### config.mk
export PLATFORM = sky130hd
export DESIGN_NAME = topk_tracker_flat
export DESIGN_NICKNAME = d
export VERILOG_FILES = /design/src/rtl/topk_tracker_if.sv /design/src/rtl/topk_tracker.sv /design/src/flat_wrapper.sv
export SDC_FILE = /design/constraint.sdc
export NUM_CORES = 1
export LEC_CHECK = 0
export CAP_MARGIN = 25
export CORE_MARGIN = 8
export CORE_UTILIZATION = 45
export CTS_CLUSTER_SIZE = 16
export DETAILED_ROUTE_END_ITERATION = 8
export PLACE_DENSITY_LB_ADDON = 0.25
export SLEW_MARGIN = 20
export SYNTH_ARGS = -nofsm -noshare
export SYNTH_HDL_FRONTEND = slang
export SYNTH_SLANG_ARGS = --single-unit
### constraint.sdc
create_clock -name clk -period 2.8 [get_ports clk]
set_clock_uncertainty 0.15 [all_clocks]
set_input_delay 0.42 -clock clk [delete_from_list [all_inputs] [get_ports clk]]
set_output_delay 0.42 -clock clk [all_outputs]
set_load 0.05 [all_outputs]
### src/rtl/topk_tracker_if.sv
// topk_tracker_if: sample/read bus for topk_tracker.
//   master drives : din_valid, din, clear, rank_sel
//   slave  drives : dout, dout_valid, count
// Widths follow DATA_WIDTH and K; keep them equal to the tracker's own parameters.
interface topk_tracker_if #(
    parameter int DATA_WIDTH = 32,
    parameter int K          = 4
);
    localparam int RW = $clog2(K);
    localparam int CW = $clog2(K + 1);

    logic                  din_valid;
    logic [DATA_WIDTH-1:0] din;
    logic                  clear;
    logic [RW-1:0]         rank_sel;
    logic [DATA_WIDTH-1:0] dout;
    logic                  dout_valid;
    logic [CW-1:0]         count;

    modport master (
        output din_valid, din, clear, rank_sel,
        input  dout, dout_valid, count
    );

    modport slave (
        input  din_valid, din, clear, rank_sel,
        output dout, dout_valid, count
    );
endinterface

### src/rtl/topk_tracker.sv
// topk_tracker: keeps the K largest samples seen since reset/clear in a
// sorted register file (top[0] largest) and reads any rank combinationally.
// Ports:
//   clk      - clock, state changes on rising edge
//   resetn   - synchronous active-low reset (same effect as clear)
//   bus      - topk_tracker_if.slave: din_valid/din sample in, clear flush,
//              rank_sel read select, dout/dout_valid read data, count occupancy
module topk_tracker #(
    parameter int DATA_WIDTH = 32,
    parameter int K          = 4,
    parameter bit SIGNED     = 1'b0,
    parameter bit UNIQUE     = 1'b0
) (
    input  logic           clk,
    input  logic           resetn,
    topk_tracker_if.slave  bus
);
    localparam int RW = $clog2(K);
    localparam int CW = $clog2(K + 1);

    logic [K-1:0][DATA_WIDTH-1:0] top, nxt;
    logic [CW-1:0]                count;
    logic [K-1:0]                 occ, gt, eq, ins;
    logic                         dup, accept;
    logic [DATA_WIDTH-1:0]        rd_val;

    // ins[i]: din belongs at or above slot i. The table is sorted and
    // occupancy is contiguous from slot 0, so ins is monotone (once set,
    // set for every higher index); the first set bit is the insert point.
    for (genvar i = 0; i < K; i++) begin : g_slot
        assign occ[i] = CW'(i) < count;
        if (SIGNED) begin : g_sgn
            assign gt[i] = $signed(bus.din) > $signed(top[i]);
        end else begin : g_uns
            assign gt[i] = bus.din > top[i];
        end
        assign eq[i]  = occ[i] && (bus.din == top[i]);
        assign ins[i] = !occ[i] || gt[i];
        if (i == 0) begin : g_head
            assign nxt[i] = ins[i] ? bus.din : top[i];
        end else begin : g_body
            // below the insert point: shift down; at it: din; above: hold
            assign nxt[i] = ins[i-1] ? top[i-1] : (ins[i] ? bus.din : top[i]);
        end
    end

    assign dup    = UNIQUE && (|eq);
    // ins[K-1] clear means the table is full and din <= top[K-1]
    assign accept = bus.din_valid && !dup && ins[K-1];

    always_ff @(posedge clk) begin
        if (!resetn || bus.clear) begin
            top   <= '0;
            count <= '0;
        end else if (accept) begin
            top <= nxt;
            if (count != CW'(K))
                count <= count + CW'(1);
        end
    end

    // explicit mux keeps out-of-range rank_sel (non-power-of-2 K) safe
    always_comb begin
        rd_val = '0;
        for (int i = 0; i < K; i++)
            if (bus.rank_sel == RW'(i))
                rd_val = top[i];
    end

    assign bus.dout_valid = CW'(bus.rank_sel) < count;
    assign bus.dout       = bus.dout_valid ? rd_val : '0;
    assign bus.count      = count;
endmodule

### src/flat_wrapper.sv
// flat-port wrapper written by rule: the top's interface ports become plain ports
module topk_tracker_flat 
#(
    parameter int DATA_WIDTH = 32,
    parameter int K          = 4,
    parameter bit SIGNED     = 1'b0,
    parameter bit UNIQUE     = 1'b0
)
  (clk, resetn, bus_din_valid, bus_din, bus_clear, bus_rank_sel, bus_dout, bus_dout_valid, bus_count);
  topk_tracker_if #(.DATA_WIDTH(DATA_WIDTH), .K(K)) bus_i ();
  input  logic clk;
  input  logic resetn;
  input wire logic [$bits(bus_i.din_valid)-1:0] bus_din_valid;
  input wire logic [$bits(bus_i.din)-1:0] bus_din;
  input wire logic [$bits(bus_i.clear)-1:0] bus_clear;
  input wire logic [$bits(bus_i.rank_sel)-1:0] bus_rank_sel;
  output wire logic [$bits(bus_i.dout)-1:0] bus_dout;
  output wire logic [$bits(bus_i.dout_valid)-1:0] bus_dout_valid;
  output wire logic [$bits(bus_i.count)-1:0] bus_count;
  assign bus_i.din_valid = bus_din_valid;
  assign bus_i.din = bus_din;
  assign bus_i.clear = bus_clear;
  assign bus_i.rank_sel = bus_rank_sel;
  assign bus_dout = bus_i.dout;
  assign bus_dout_valid = bus_i.dout_valid;
  assign bus_count = bus_i.count;
  topk_tracker #(.DATA_WIDTH(DATA_WIDTH), .K(K), .SIGNED(SIGNED), .UNIQUE(UNIQUE)) u_core (.clk(clk), .resetn(resetn), .bus(bus_i));
endmodule
==> metrics.md <==
| Metric | Value |
|---|---|
| Reported leakage power | `between 6 and 7 nW` |
| Slew Limit Fails | `0` |
| Post-Syn Area per Cell | `8.86 µm²` |
| Largest net degree at the start of global routing | `between 40 and 50` |
| CTS clk-pin slew, worst paths | `~60 ps` |
| Power share of the clock group | `0.382` |
| Final nets | `between 1500 and 2000` |
| Syn_nets | `between 1000 and 1500` |
| Sink Count | `131` |
| Via density | `about 6.5` |
| Seq cells post-synth | `between 100 and 150` |
| YS warnings | `0` |
| Yosys cell types | `53` |
| First DRT Iteration DRCs | `about 1400` |
| Tot GR Track Use | `0.283` |
| Peak VDD IR | `0.377 mV` |
| Min Tclk post-route | `3450 ps` |
| H-tree Lvls | `4` |
| Drt first pass iters | `6` |
| Final setup viols | `around 130` |
| Area of the multi-input gates | `about 8300 µm²` |
| Async S/R FF share, synth | `0` |
| DRT Wirelength | `47900 µm` |
| Area Growth Syn to Fin | `56.3%` |
| Final setup margin | `-647 ps` |
| Worst Path Required | `slightly below 3000 ps` |
| Clock Latency Late Sink | `approximately 440 ps` |
| Comb power frac | `0.292` |
| Sw frac | `0.329` |
| # rows | `56` |
| Critical path class | `reg -> reg` |
| Die height | `169 µm` |
| Die X | `roughly 170 µm` |
| Most frequent cells in the layout | `buf_4, inv_1, ha_1, dfxtp_1, a21oi_1` |
| Mapped Cells | `1193` |
| Synth Cell Area | `around 11000 µm²` |
| Min-Delay Path Class | `in -> reg` |
| Main flop type after synthesis | `dfxtp_1` |
| GRT Residual Overflow | `0` |
| Pre-CTS setup slack | `-983 ps` |
| EDFF count, synth | `0` |
| Startpoint Class | `flop` |
| Initial antenna violation count | `0` |
| CTS tree | `done` |
| Pint | `between 4 and 5 mW` |
| Slowest-stage cell, CP | `dfxtp_1` |
| Storage cell area | `roughly 2700 µm²` |
| Psw | `about 2.0 mW` |
| Crit path launch | `u_core.top[61]` |
| Input/output buffers | `73` |
| Sequential-to-total area share from yosys stat | `0.248` |
| FILL cells | `1611` |
| Drt wl/cell | `25.5 µm` |
| Total Power | `about 6.1 mW` |
| Placer Congestion | `roughly 0.9` |
| Element type at the critical path end | `flop` |
| Outcome | `finished, violations left` |
| Share of power burned in registers | `0.326` |
| DIE AREA | `between 20000 and 30000 µm²` |
| DRC Markers | `0` |
| Worst slew pin tran | `slightly below 900 ps` |
| Starting Density | `0.455` |
| Slowest stage delay, CP | `380 ps` |
| DP HPWL | `about 26000 µm` |
| RSZ-0062 raised after global routing | `true` |
| Hold path depth | `3` |
| Most common cell after layout, fill and taps aside | `buf_4` |
| Final ANT Viol Nets | `0` |
| Worst-path fanout max | `8` |
| Peak Freq | `around 0.29 GHz` |
| Io pins | `74` |
| Final hold viol count | `0` |
| Vias in the first global route | `between 10000 and 15000` |
| Global-route wire length before repair | `approximately 64000 µm` |
| Number of vias in the routed layout | `about 12000` |
| TritonCTS Buffers | `17` |
| CTS Hold Bufs | `0` |
| Crit share post-route | `1.23` |
| Max-cap violations | `0` |
| PD cells | `about 370 nW/µm²` |
| Arrival time worst endpoint | `3620 ps` |
| Maximum root-to-sink buffer count | `2` |
| Worst hold start | `bus_din[22]` |
| Clk root buf | `clkbuf_16` |
| Share of post-route cells with drive strength above 1 | `0.492` |
| Ant diodes | `0` |
| Critical R2R Launch | `u_core.top[61]` |
| Worst Hold Margin | `221 ps` |
| Failing checks | `setup timing` |
| Slew HR | `0.412` |
| Core ar. | `between 20000 and 25000 µm²` |
| FF-to-FF path depth | `14` |
| CP cell instances | `inv_2 -> ha_4 -> nand4_1 -> nor4_2 -> buf_4 -> buf_4 -> and2_4 -> o22ai_4 -> nor3_4 -> buf_6 -> buf_12 -> buf_6 -> mux2i_4 -> a21oi_4` |
[worst max-delay path: cells and delay by family (launching register included)]
family / cells / cell delay, ps
AOI/OAI and AO/OA: 2 / 200
adders and majority gates: 1 / 310
buffers and inverters: 6 / 790
DFF: 1 / 380
muxes: 1 / 370
and+or+nand+nor: 4 / 1100
[power by group through the flow]
stage / Combinational [mW] / Sequential [mW] / Clock (mW)
floorplan: 0.725 / 2.01 / 0
global placement: 1.33 / 2.01 / 0
detailed placement: 1.36 / 2.01 / 0
CTS: 1.52 / 1.97 / 2.30
global route: 1.87 / 1.98 / 2.39
finish: 1.78 / 1.98 / 2.32
[cell families after synthesis]
| group | synth area share |
|---|---|
| buffers and inverters | 0.0945 |
| DFF | 0.248 |
| AOI/OAI and AO/OA | 0.247 |
| adders and majority gates | 0.155 |
| muxes | 0.129 |
| and+or+nand+nor | 0.127 |
[flip-flops by register name, indices dropped and copies added (netlist names)]
register,flops
u_core.bus.count,3
u_core.top,128
[metal layers]
| layer | part of all wire | routed length (µm) | global-route usage | vias up |
|---|---|---|---|---|
| met3 | 0.10 | 4800 | 0.0563 | 257 |
| li1 | - | - | - | 5185 |
| met5 | 0 | 0 | 0 | - |
| met1 | 0.37 | 18000 | 0.331 | 5853 |
| met4 | 0.066 | 3180 | 0.174 | 0 |
| met2 | 0.46 | 22000 | 0.471 | 812 |
[Yosys cell counts, types with 3 or more instances]
cell type / count / area share
a21o_1: 9 / 0.0064
a21oi_1: 152 / 0.072
a221o_1: 36 / 0.034
a221oi_1: 6 / 0.0050
a221oi_2: 30 / 0.043
and2_1: 3 / 0.0018
and4_1: 4 / 0.0033
buf_1: 6 / 0.0021
buf_2: 19 / 0.0090
buf_4: 11 / 0.0078
buf_6: 10 / 0.011
clkbuf_1: 42 / 0.015
clkbuf_2: 3 / 0.0014
dfxtp_1: 131 / 0.25
ha_1: 131 / 0.15
inv_1: 137 / 0.049
mux2i_1: 64 / 0.061
mux4_2: 32 / 0.068
nand2_1: 24 / 0.0085
nand3_1: 48 / 0.023
nand4_1: 28 / 0.017
nor2_1: 6 / 0.0021
nor2b_1: 40 / 0.024
nor3_1: 37 / 0.018
nor4_1: 4 / 0.0024
o211ai_1: 5 / 0.0035
o21ai_0: 79 / 0.037
o32ai_1: 32 / 0.027
or2_2: 31 / 0.018
or3_1: 4 / 0.0024
[final timing paths]
path / to / slack, ps
max: u_core.top[93] / -650
min: u_core.top[86] / 220
max reg2reg: u_core.top[93] / -650
min reg2reg: u_core.top[33] / 370
[stage by stage]
| stage | util | std cells | area (µm²) | setup TNS, ps |
|---|---|---|---|---|
| floorplan | - | 1193 | 10600 | -785 |
| global placement | 0.585 | 1764 | 13600 | -112680 |
| detailed placement | 0.585 | 1764 | 13600 | -114490 |
| CTS | 0.668 | 1842 | 15500 | -12630 |
| global route | 0.711 | 1876 | 16500 | -62260 |
| finish | 0.711 | 1876 | 16500 | -55200 |
[area by class of cell]
| type | count | area share |
|---|---|---|
| flip-flops and latches | 131 | 0.161 |
| multi-input cells | 834 | 0.500 |
| clock inverters | 13 | 0.00818 |
| repair buffers | 423 | 0.248 |
| well taps | 319 | 0.0241 |
| inverters | 137 | 0.0311 |
| clock buffers | 19 | 0.0274 |
[repair_timing]
action | 4_1_cts | 5_1_grt
setup buffers | 30 | 37
cloned | 16 | 8
pin swaps | 110 | 71
setup endpoints to repair | 131 | 131
gates resized for setup | 168 | 220
No activity file was read; power rests on OpenSTA's default activity.
